File: config.mk
export PLATFORM = sky130hd
export DESIGN_NAME = reg_file_param
export DESIGN_NICKNAME = d
export VERILOG_FILES = /design/src/rtl/reg_file_param.sv
export SDC_FILE = /design/constraint.sdc
export NUM_CORES = 1
export LEC_CHECK = 0
export CAP_MARGIN = 5
export CORE_MARGIN = 2
export CORE_UTILIZATION = 32
export DETAILED_ROUTE_END_ITERATION = 8
export MAX_ROUTING_LAYER = met4
export PLACE_DENSITY_LB_ADDON = 0.12
export SYNTH_ARGS = -nofsm -noshare
export SYNTH_HDL_FRONTEND = slang
export SYNTH_SLANG_ARGS = --single-unit
File: constraint.sdc
create_clock -name clk -period 2.26 [get_ports clk]
set_input_delay 0.339 -clock clk [delete_from_list [all_inputs] [get_ports clk]]
set_output_delay 0.339 -clock clk [all_outputs]
set_load 0.005 [all_outputs]
File: src/rtl/reg_file_param.sv
// rtl/reg_file_param.sv - parametrised register file with write bypass, zero register and pending scoreboard
module reg_file_param #(
    parameter int DATA_W   = 16,
    parameter int ADDR_W   = 4,
    parameter int ZERO_REG = 1,
    parameter int BYPASS   = 1
) (
    input  logic              clk,
    input  logic              reset,
    input  logic              we,
    input  logic [ADDR_W-1:0] waddr,
    input  logic [DATA_W-1:0] wdata,
    input  logic              rsv,
    input  logic [ADDR_W-1:0] rsv_addr,
    input  logic [ADDR_W-1:0] rs1_addr,
    input  logic [ADDR_W-1:0] rs2_addr,
    output logic [DATA_W-1:0] rs1_data,
    output logic [DATA_W-1:0] rs2_data,
    output logic              rs1_busy,
    output logic              rs2_busy,
    output logic              any_pending
);

    localparam int DEPTH = 1 << ADDR_W;

    logic [DATA_W-1:0] rf [DEPTH];
    logic [DEPTH-1:0]  pending;
    logic [DEPTH-1:0]  pending_next;
    logic              wr_ok;
    logic              rsv_ok;

    assign wr_ok  = we  && !(ZERO_REG != 0 && waddr == '0);
    assign rsv_ok = rsv && !(ZERO_REG != 0 && rsv_addr == '0);

    // Reserve is applied after the write clear so a new producer wins a same-index collision.
    always_comb begin
        pending_next = pending;
        if (wr_ok) begin
            pending_next[waddr] = 1'b0;
        end
        if (rsv_ok) begin
            pending_next[rsv_addr] = 1'b1;
        end
    end

    always_ff @(posedge clk or negedge reset) begin
        if (!reset) begin
            for (int i = 0; i < DEPTH; i++) begin
                rf[i] <= '0;
            end
            pending <= '0;
        end else begin
            if (wr_ok) begin
                rf[waddr] <= wdata;
            end
            pending <= pending_next;
        end
    end

    always_comb begin
        rs1_data = rf[rs1_addr];
        rs1_busy = pending[rs1_addr];
        if (BYPASS != 0 && wr_ok && waddr == rs1_addr) begin
            rs1_data = wdata;
            rs1_busy = 1'b0;
        end
        if (ZERO_REG != 0 && rs1_addr == '0) begin
            rs1_data = '0;
            rs1_busy = 1'b0;
        end
    end

    always_comb begin
        rs2_data = rf[rs2_addr];
        rs2_busy = pending[rs2_addr];
        if (BYPASS != 0 && wr_ok && waddr == rs2_addr) begin
            rs2_data = wdata;
            rs2_busy = 1'b0;
        end
        if (ZERO_REG != 0 && rs2_addr == '0) begin
            rs2_data = '0;
            rs2_busy = 1'b0;
        end
    end

    // Registered state only: a same-cycle write does not drop any_pending early.
    assign any_pending = |pending;

endmodule

# Word-level counts from Yosys, hierarchy flattened
# Index checks and enable logic that the tools add are counted.
# Widths: inputs -> output; s select.
# word_totals
regBits,272
inputBits,36
out_inout_bits,35
elab_cells,76
# classes
n_lt_le_gt_ge,10
n_eq_ne,2
muxes,27
n_bitwise,6
reduce_logical,14
# ops
op,count
$bwmux 256,1
$mux 16,11
$bmux 16 s4,2
$demux 16 s4,1
$lt 4x5->1 const B,4
$and 16x16->16,1
$logic_not 4->1,4
$not 16->16,1
$or 16x16->16,1
$reduce_or 16->1,1
$ge 5x5->1 const B,3
$not 4->5,3
$bmux 1 s4,2
$demux 1 s4,2
$eq 4x4->1,2
$ge 4x1->1 const B,2
$mux 1,8
$logic_and 1x1->1,7
$lt 5x1->1 const B,1
$logic_not 1->1,2

# Longest topological paths before layout
# depth
word_depth,9
ltp_mapped,8
mapped_depth_nobuf,4

# Worst setup path before layout
# OpenSTA, ideal clock, no wires.
# synth_timing
kind,in2out
from,in rs1_addr[0]
to,out rs1_data[10]
t_arrival_ns,1.785
path_slack_ns,0.136
path_stages,6
path_cell_list,buf_6 buf_6 buf_6 mux4_2 a2111oi_2 a211oi_1
# synth_between
elab_chain_len,6
word_cells_on_any_way,9
cone_classes,eq/ne: 1; mux: 5; bitwise: 1; reduce/logical: 2
# synth_lines
element,line_no,text
from (decl),15,"input logic [ADDR_W-1:0] rs1_addr,"
$not 4->5 (not written as such),61,rs1_data = rf[rs1_addr];
$bmux 16 s4,61,
$mux 16 (not written as such) (2 in a row),61,
$mux 16,63,if (BYPASS != 0 && wr_ok && waddr == rs1_addr) begin
$mux 16 *,67,if (ZERO_REG != 0 && rs1_addr == '0) begin
to (decl),17,"output logic [DATA_W-1:0] rs1_data,"
# Every way passes the cells marked *; elsewhere a longest branch is shown, timed or not. The select of a mux whose other input is x is not followed.

# Worst setup path after layout
# layout_timing
from,reg rf[43] (netlist bit)
to,out rs1_data[11]
# layout_between
elab_chain_len,5
# layout_lines
element,line_no,text
from (decl),26,logic [DATA_W-1:0] rf [DEPTH];
"from (signal, indexed assignment)",54,rf[waddr] <= wdata;
$bmux 16 s4,61,
$mux 16 (not written as such) (2 in a row),61,
$mux 16,63,
$mux 16,67,
# No other way between the ends. The select of a mux whose other input is x is not followed.

==> results.sh <==
export IMPL_fp_coreArea_sq_um=46600
export IMPL_cp_cell_sequence="buf_6 -> mux4_2 -> a2111oi_4 -> a211oi_2 -> buf_2"
export IMPL_grt_pass1_vias=11700
export IMPL_synth_top_area_cell="dfrtp_1"
export IMPL_tightest_slew_ns=0.600
export IMPL_synth_edf_count=0
export IMPL_setup_ws_ns=-0.324
export IMPL_post_route_cells_drive_above_1_share_pct=56.4
export IMPL_fmax_mhz=387
export IMPL_max_cap_viol_count=0
export IMPL_initial_core_util_pct=32.4
export IMPL_numCtsBuffers=35
export IMPL_min_period_ns=2.58
export IMPL_async_reset_ff_share_pct=100
export IMPL_grt_max_degree=65
export IMPL_synth_area_per_cell_sq_um=13.2
export IMPL_clock_sinks=272
export IMPL_antenna_found_initial=0
export IMPL_finalClockSkew_ns=0
export IMPL_route_detailed_drc=0
export IMPL_path_clk_slew_ns=0.06
export IMPL_path_class="reg2out"
export IMPL_synth_nets=1176
export IMPL_rsz0062_at_grt="yes"
export IMPL_cts_buffer_depth=3
export IMPL_crit_fanout=2
export IMPL_slew_headroom_pct=60.0
export IMPL_portBuffers=70
export IMPL_yosysMostFrequentCell="dfrtp_1"
export IMPL_row_count=79
export IMPL_nets=1400
export IMPL_slowest_stage="mux4_2"
export IMPL_drv_slew=0
export IMPL_nFillCells=4213
export IMPL_grt_pass1_wl_um=81400
export IMPL_period_share_pct=114
export IMPL_viasPerCell=5.52
export IMPL_critPathLaunchType="register"
export IMPL_dpl_hpwl_um=36500
export IMPL_route_vias_total=11000
export IMPL_synthTopCellsByCount="dfrtp_1, mux2_2, mux2i_1"
export IMPL_ys_flop_type="dfrtp_1"
export IMPL_syn_cell_area_sq_um=15100
export IMPL_hp_class="in2async"
export IMPL_cts_root_buf="clkbuf_16"
export IMPL_setup_viol=33
export IMPL_hold_viol_final=0
export IMPL_power_density_nw_per_um2=830
export IMPL_fin_hold_ws_ns=0.362
export IMPL_cp_slowest_stage_delay_ns=0.49
export IMPL_die_area_sq_um=48800
export IMPL_fp_dieW_um=221
export IMPL_post_route_util_pct=44.7
export IMPL_pin_count=71
export IMPL_ys_warn_count=0
export IMPL_synth_cell_types=40
export IMPL_cts_tree="built"
export IMPL_wl_um=54300
export IMPL_yosys_top_cells_area="dfrtp_1, mux2_2, mux4_2"
export IMPL_grt_overflow_total=0
export IMPL_first_iter_violations=529
export IMPL_first_pass_iters=5
export IMPL_seq_area_frac_synth_pct=45.2
export IMPL_peakVddDrop_mv=0.405
export IMPL_wire_per_inst_um=27.2
export IMPL_outcome="finished with violations"
export IMPL_ant_nets=0
export IMPL_violations="negative setup slack"
export IMPL_clk_latency_ns=0.52
export IMPL_synth_seq_cells=272
export IMPL_die_h_um=221
export IMPL_syn_to_final_growth_pct=38.3
export IMPL_grt_use_total_pct=23.0
export IMPL_htreeDepth=2
export IMPL_postSynthCellCount=1140
export IMPL_crit_arrival_ns=2.25
export IMPL_end_kind="output port"
export IMPL_synth_top_cell_area_share_pct=45.2
export IMPL_crit_required_ns=1.92
export IMPL_diodes=0
export IMPL_gp_congestion=0.836
export IMPL_leakage_nw=8.72
[sequential cells by signal (all words and copies together), names as in the netlist]
signal	cells
rf	256
pending	16
[where the power goes]
group          internal, W  leakage, nW  switching, W
logic              0.00288         4.80       0.00208
registers          0.00594         3.36      0.000822
clock network      0.00332        0.559       0.00224
total               0.0121         8.72       0.00514
[layer usage]
| layer | wire length [um] | up-vias | GRT usage [%] |
|---|---|---|---|
| li1 | - | 4854 | - |
| met1 | 25700 | 5824 | 32.2 |
| met2 | 25400 | 265 | 35.3 |
| met3 | 1990 | 81 | 2.93 |
| met4 | 1260 | 0 | 5.65 |
| met5 | 0 | - | - |
[cells by family (layout without fill, tap and decap cells)]
kind of cell           count (synthesis)  after routing  share of synthesized area, %
multiplexers                         441            441                          37.1
AO/OA/AOI/OAI                        164            164                          8.11
XOR/XNOR                               8              8                         0.465
buffers and inverters                133            384                          4.50
flip-flops                           272            272                          45.2
AND/OR/NAND/NOR                      122            122                          4.63
[layout by cell type, fill, tap and decap left out, types with 12 or more instances in the layout]
cell,Yosys,final
dfrtp_1,272,272
and3_4,0,13
nor2b_4,0,13
nor3_1,32,32
buf_12,0,48
o22ai_1,66,25
buf_2,50,39
clkdlybuf4s50_1,0,21
mux2_2,211,209
buf_4,11,159
mux4_2,70,70
buf_6,10,32
o22ai_4,0,12
mux2_1,31,31
clkbuf_16,0,35
o21ai_0,21,20
a211oi_2,0,24
a2111oi_4,0,30
o22ai_2,0,29
mux2i_1,129,122
[timing repair]
| item | 4_1_cts | 5_1_grt |
|---|---|---|
| cloned | 3 | 0 |
| buffers inserted | 22 | 4 |
| pin swaps | 76 | 44 |
| hold buffers | 1 | 0 |
| gates resized for setup | 386 | 53 |
| endpoints found under the setup margin | 35 | 34 |
| hold endpoints to repair | 57 | 0 |
[critical path, delay by kind of cell (launching register included)]
kind / cells / cell delay, ns
multiplexers: 1 / 0.49
AO/OA/AOI/OAI: 2 / 0.58
flip-flops: 1 / 0.39
buffers and inverters: 2 / 0.27
[metrics by stage]
stage | setup TNS [ns] | cells | setup slack (ns) | power, W | area, sq um
after CTS | -8.74 | 1994 | -0.358 | 0.0172 | 20600
after global placement | -63.90 | 1913 | -1.19 | 0.0110 | 18100
after detailed placement | -62.22 | 1913 | -1.20 | 0.0110 | 18100
after global routing | -9.17 | 1998 | -0.399 | 0.0181 | 20800
after floorplan | 0 | 1140 | 0.136 | 0.00905 | 15100
final | -6.98 | 1998 | -0.324 | 0.0173 | 20800
[area by class of cell]
class,count,area [sq um],area share [%]
clock buffers,55,1050,5.05
clock inverters,9,83.8,0.402
inverters,5,18.8,0.0901
multi-input cells,735,8960,43.0
flip-flops and latches,272,6810,32.7
well taps,607,759,3.65
repair buffers,315,3150,15.1
[path summary, 6_finish.rpt]
check | endpoint | slack, ns | startpoint | cells past startpoint
max in group asynchronous | rf[83] | 1.16 | reset | 3
hold / removal | pending[7] | 0.36 | reset | 2
min in group clk | rf[252] | 0.40 | rf[252] | 0
hold reg to reg | rf[252] | 0.40 | rf[252] | 0
setup / recovery | rs1_data[11] | -0.32 | rf[43] | 5
setup reg to reg | rf[11] | 1.27 | rf[11] | 3
Power figures use the tool's default switching activity.
==> RTL change 1, RTL diff (same flow settings) <==
Change the parameter `DATA_W` from 16 to 18.
--- a/src/rtl/reg_file_param.sv
+++ b/src/rtl/reg_file_param.sv
@@ -2,3 +2,3 @@
 module reg_file_param #(
-    parameter int DATA_W   = 16,
+    parameter int DATA_W   = 18,
     parameter int ADDR_W   = 4,
Interface: changed (resized rs1_data, rs2_data and wdata); port bits go from 71 to 77. The function was not compared with the original's and may differ.
==> RTL change 1 against the unedited design <==
- the run still ends with negative setup slack left
- design area grew 11%
- register-to-register slack is essentially flat
- synthesized area grew 11%
- maximum frequency shrank 2.6%
- non-clock buffer count grew 33
- total power grew 13%
- setup slack lost 0.070 ns
- first-iteration DRC count grew 42%
- routed wire length grew 16%
- sequential cell count grew 32
- sequential power grew 12%
- core utilization shrank 0.14 points
- die area grew 11%
- largest power group unchanged
==> RTL change 1: results (changes against the unedited design) <==
port bufs - 76 (+8.6%)
Synth Area in Compound Gates - 0.0771 (-0.00403)
Sw Share - 0.293 (-0.00406)
Mapped Nets - 1,294 (+10%)
hpwl dp - 41.6 mm (+14%)
area share of xor/xnor cells in the synthesized design - 0.00417 (-0.000478)
1st-iter DRT viols - 749 (+42%)
CP peak stage delay - 0.44 ns (-0.05 ns)
Detailed Routing Iterations Pass 1 - 4 (-1)
CTS buffer count - 38 (+8.6%)
# fillers - 4,669 (+11%)
largest cells by area after synthesis - dfrtp_1, mux2_2, mux4_2
Placed Area - 20,200 µm² (+12%)
worst path arrival time - 2.31 ns (+0.06 ns)
status - finished, violations left
sequential fraction of the synthesis area - 0.453 (+0.00120)
vias in the first global route - 13.0k (+11%)
sum of negative setup slack - -9.63 ns (-2.65 ns)
pre-CTS setup slack - -1.40 ns (-0.202 ns)
layout cell share with drive strength beyond 1 - 0.585 (+0.0211)
Top Registers - rf: 288 flops, pending: 16 flops
Leakage - 9.67 nW (+11%)
reg2reg start - rf[38]
Net count, final - 1,544 (+10%)
slew margin rel. - 0.575 (-0.0256)
VDD IR-drop max - 0.465 mV (+15%)
final setup vio count - 38 (+15%)
failing checks - negative setup slack
total track usage - 0.242 (+0.0125)
Hold WS - 0.365 ns (+0.00269 ns)
CP Capture Point - rs2_data[9]
mux cell area share after synthesis - 0.374 (+0.00278)
post-route setup slack - -0.394 ns (-0.0695 ns)
==> RTL change 1: cell count changes after synthesis, sizes merged, moves of 6 or more <==
cell   delta
mux2     +30
mux2i    +17
mux4      +8
nor2b    +18
buf      +13
dfrtp    +32
nor3      +6
o22ai     +8
and3     -15
==> RTL change 1: power by group through the flow <==
stage	registers [W]	clock network, W	logic [W]
after CTS	0.00751	0.00659	0.00532
after global placement	0.00755	0	0.00469
final	0.00754	0.00645	0.00552
after floorplan	0.00731	0	0.00283
after global routing	0.00770	0.00683	0.00586
after detailed placement	0.00760	0	0.00473
==> RTL change 1: stage by stage <==
stage	power, W	std cells
floorplan	0.0101	1256
global placement	0.0122	2127
detailed placement	0.0123	2127
CTS	0.0194	2198
global route	0.0204	2209
finish	0.0195	2209
==> RTL change 1: worst min-delay path by stage <==
| stage | startpoint | to |
|---|---|---|
| 2_1_floorplan | reset | pending[0] |
| 3_3_place_gp | reset | pending[5] |
| 3_5_place_dp | reset | pending[8] |
| 4_1_cts | reset | pending[8] |
| 5_1_grt | reset | pending[15] |
| 6_report | reset | pending[15] |
==> RTL change 1: cell families after synthesis <==
group / after synthesis
compound gates: 175
xor+xnor: 8
buf+inv: 143
flops: 304
mux: 496
simple gates: 130
==> RTL change 1: repair_timing <==
item / CTS / global route
gates resized for setup: 370 / 64
pin swaps: 76 / 58
buffers inserted: 28 / 11
hold endpoints to repair: 59 / 0
gates cloned: 1 / 0
endpoints found under the setup margin: 39 / 39
hold buffers: 1 / 0
==> RTL change 1: critical path: cells and delay by family (launching register included) <==
kind / cells / cell delay [ns]
muxes: 2 / 0.73
DFF: 1 / 0.38
buffers and inverters: 2 / 0.27
AOI/OAI and AO/OA: 2 / 0.36
==> RTL change 1: routing by layer <==
layer	vias up	part of all wire	track usage
li1	5342	-	-
met1	6482	0.46	0.330
met2	338	0.47	0.373
met3	110	0.046	0.0385
met4	0	0.029	0.0701
met5	-	0	-
==> RTL change 1: area by class of cell <==
cell class | instances | area, µm² | area share
Multi-Input combinational cell | 809 | 9900 | 0.430
Clock buffer | 54 | 1100 | 0.0479
Clock inverter | 9 | 189 | 0.00821
Timing Repair Buffer | 348 | 3350 | 0.146
Sequential cell | 304 | 7610 | 0.330
Inverter | 5 | 18.8 | 0.000815
Tap cell | 680 | 851 | 0.0370
==> RTL change 2, RTL diff (same settings) <==
Without the edit above. Put a register stage on the output `rs2_data`, cleared by the reset. The value now appears one clock later. The other outputs are not delayed to match.
--- a/src/rtl/reg_file_param.sv
+++ b/src/rtl/reg_file_param.sv
@@ -24,2 +24,4 @@
     localparam int DEPTH = 1 << ADDR_W;
+
+    logic [DATA_W-1:0] rs2_data_d;
 
@@ -73,6 +75,6 @@
     always_comb begin
-        rs2_data = rf[rs2_addr];
+        rs2_data_d = rf[rs2_addr];
         rs2_busy = pending[rs2_addr];
         if (BYPASS != 0 && wr_ok && waddr == rs2_addr) begin
-            rs2_data = wdata;
+            rs2_data_d = wdata;
             rs2_busy = 1'b0;
@@ -80,3 +82,3 @@
         if (ZERO_REG != 0 && rs2_addr == '0) begin
-            rs2_data = '0;
+            rs2_data_d = '0;
             rs2_busy = 1'b0;
@@ -88,2 +90,10 @@
 
+    always_ff @(posedge clk or negedge reset) begin
+        if (!reset) begin
+            rs2_data <= '0;
+        end else begin
+            rs2_data <= rs2_data_d;
+        end
+    end
+
 endmodule
Behaviour: not the same (Yosys sat finds a counterexample within 4 cycles, from zero or initial values and one cycle with reset low).
==> RTL change 2 against the unedited design <==
- the flow still finishes with violations (negative setup slack)
- setup slack gained 0.069 ns
- synthesized area rose by 4.2%
- design area increased by 1.5%
- total power is 4.3% higher
- non-clock buffer count up 59
- via count up 2.1%
- combinational power rose by 5.6%
- global-route usage increased by 0.16 points
- count of clock-buffer cells in the layout grew 1
- routed wire length is 2.7% higher
- sequential cell count rose by 16
- die area increased by 4.1%
- worst hold slack worse by 0.024 ns
- critical endpoint is now rs1_data[7]
==> RTL change 2: results (changes against the unedited design) <==
CP Capture Point - rs1_data[7]
layout cell share with drive strength beyond 1 - 0.548 (-0.0158)
R2R cell count - 7 (+4)
reg2reg setup slack - 0.22 ns (-1.05 ns)
clk_skew - 0.0110 ns (+0.0110 ns)
DR WL/cell - 26.7 µm (-1.6%)
Top Registers - rf: 256 flops, pending: 16 flops, rs2_data: 16 flops
vias in the first global route - 11.8k (+1.1%)
worst path arrival time - 2.18 ns (-0.07 ns)
Tot Pwr - 0.0180 W (+4.3%)
Leakage - 9.18 nW (+5.3%)
final non-filler cell total - 2,086 (+4.4%)
Net count, final - 1,474 (+5.3%)
Placer Congestion - 0.853 (+2.1%)
CTS buffer count - 36 (+2.9%)
worst-path fanout max - 2 (unchanged)
YS warnings - 0 (unchanged)
Placed Area - 19,100 µm² (+5.5%)
CTS Buffer Depth - 3 (unchanged)
largest net degree at the start of global routing - 52 (-20%)
Post-synth top cells - dfrtp_1, mux2_2, mux2i_1, mux4_2, o22ai_1
routed vias - 11.3k (+2.1%)
clock root buffer - clkbuf_16
Mapped Nets - 1,187 (+0.94%)
sequential fraction of the synthesis area - 0.459 (+0.00725)
hpwl dp - 39.0 mm (+6.8%)
# placed instances - 1,985 (+3.8%)
worst setup path startpoint - rf[23]
total track usage - 0.231 (+0.00161)
pre-CTS setup slack - -1.04 ns (+0.157 ns)
sum of negative setup slack - -3.19 ns (+3.79 ns)
leading area contributor after synthesis - dfrtp_1
class of the worst hold path - in -> async
port bufs - 70 (unchanged)
Unique masters post-synth - 40 (unchanged)
reg2reg start - rf[86]
failing checks - negative setup slack
H-tree levels - 2 (unchanged)
Hold WS - 0.338 ns (-0.0243 ns)
final setup vio count - 18 (-45%)
Worst Tran Pin Value - 0.501 ns (-0.0985 ns)
post-route setup slack - -0.255 ns (+0.0692 ns)
worst skew pair latency - 0.54 ns (+0.02 ns)
Post-synth ARST share - 1.00 (unchanged)
VDD IR-drop max - 0.506 mV (+25%)
Syn Area/Cell - 13.6 µm² (+3.2%)
largest cells by area after synthesis - dfrtp_1, mux2_2, mux4_2
CTS clk-pin slew, worst paths - 0.05 ns
Detailed Routing Iterations Pass 1 - 5 (unchanged)
initial antenna violation count - 0 (unchanged)
r2r endpoint - rs2_data[6]
1st-iter DRT viols - 697 (+32%)
first-pass GRT wire length - 82.4 mm (+1.2%)
status - finished, violations left
diodes inserted - 0 (unchanged)
RTL change 2: cell count changes after synthesis, sizes merged, moves of 2 or more:
cell,before,now
dfrtp,272,288
o32ai,3,1
nor3,32,34
nor2b,19,33
inv,5,3
buf,72,77
clkbuf,56,48
and3,15,0
RTL change 2: what timing repair did:
item | CTS | global route
hold buffers | 1 | 0
pin swaps | 37 | 28
setup buffers | 34 | 14
gates resized for setup | 167 | 36
setup endpoints to repair | 19 | 19
endpoints found under the hold margin | 43 | 0
RTL change 2: logic make-up (layout without fill, tap and decap cells):
kind of cell,after synthesis,count (layout),share of synthesized area
DFF,288,288,0.459
muxes,442,442,0.363
xor gates and xnor gates,8,8,0.00446
AOI/OAI and AO/OA,160,160,0.0786
and+or+nand+nor,125,125,0.0500
buffers and inverters,128,441,0.0447
RTL change 2: layout make-up:
class                   instances  area, µm²
fillers                      4479      27500
flip-flops and latches        288       7210
well taps                     622        778
clock inverters                 8       65.1
inverters                       3       11.3
repair buffers                374       3550
clock buffers                  56       1090
multi-input cells             735       8450
RTL change 2: critical path, stage by stage (launching register included):
cell and delay [ns]:
dfrtp_1 0.39, mux4_2 0.46, mux2_4 0.32, a211oi_2 0.23, a211oi_2 0.10, buf_2 0.14
RTL change 2: metal layers:
layer  GRT usage  vias to the layer above  share of wire
met5           -                        -              0
met4      0.0602                        0          0.021
met3      0.0316                       71          0.042
met2       0.352                      262           0.46
met1       0.325                     5944           0.47
li1            -                     4978              -
RTL change 2: report_power, final:
part	total, W	leakage [nW]	switching, W	internal [W]
logic	0.00524	5.04	0.00210	0.00314
clock network	0.00574	0.574	0.00232	0.00341
registers	0.00705	3.56	0.000755	0.00630
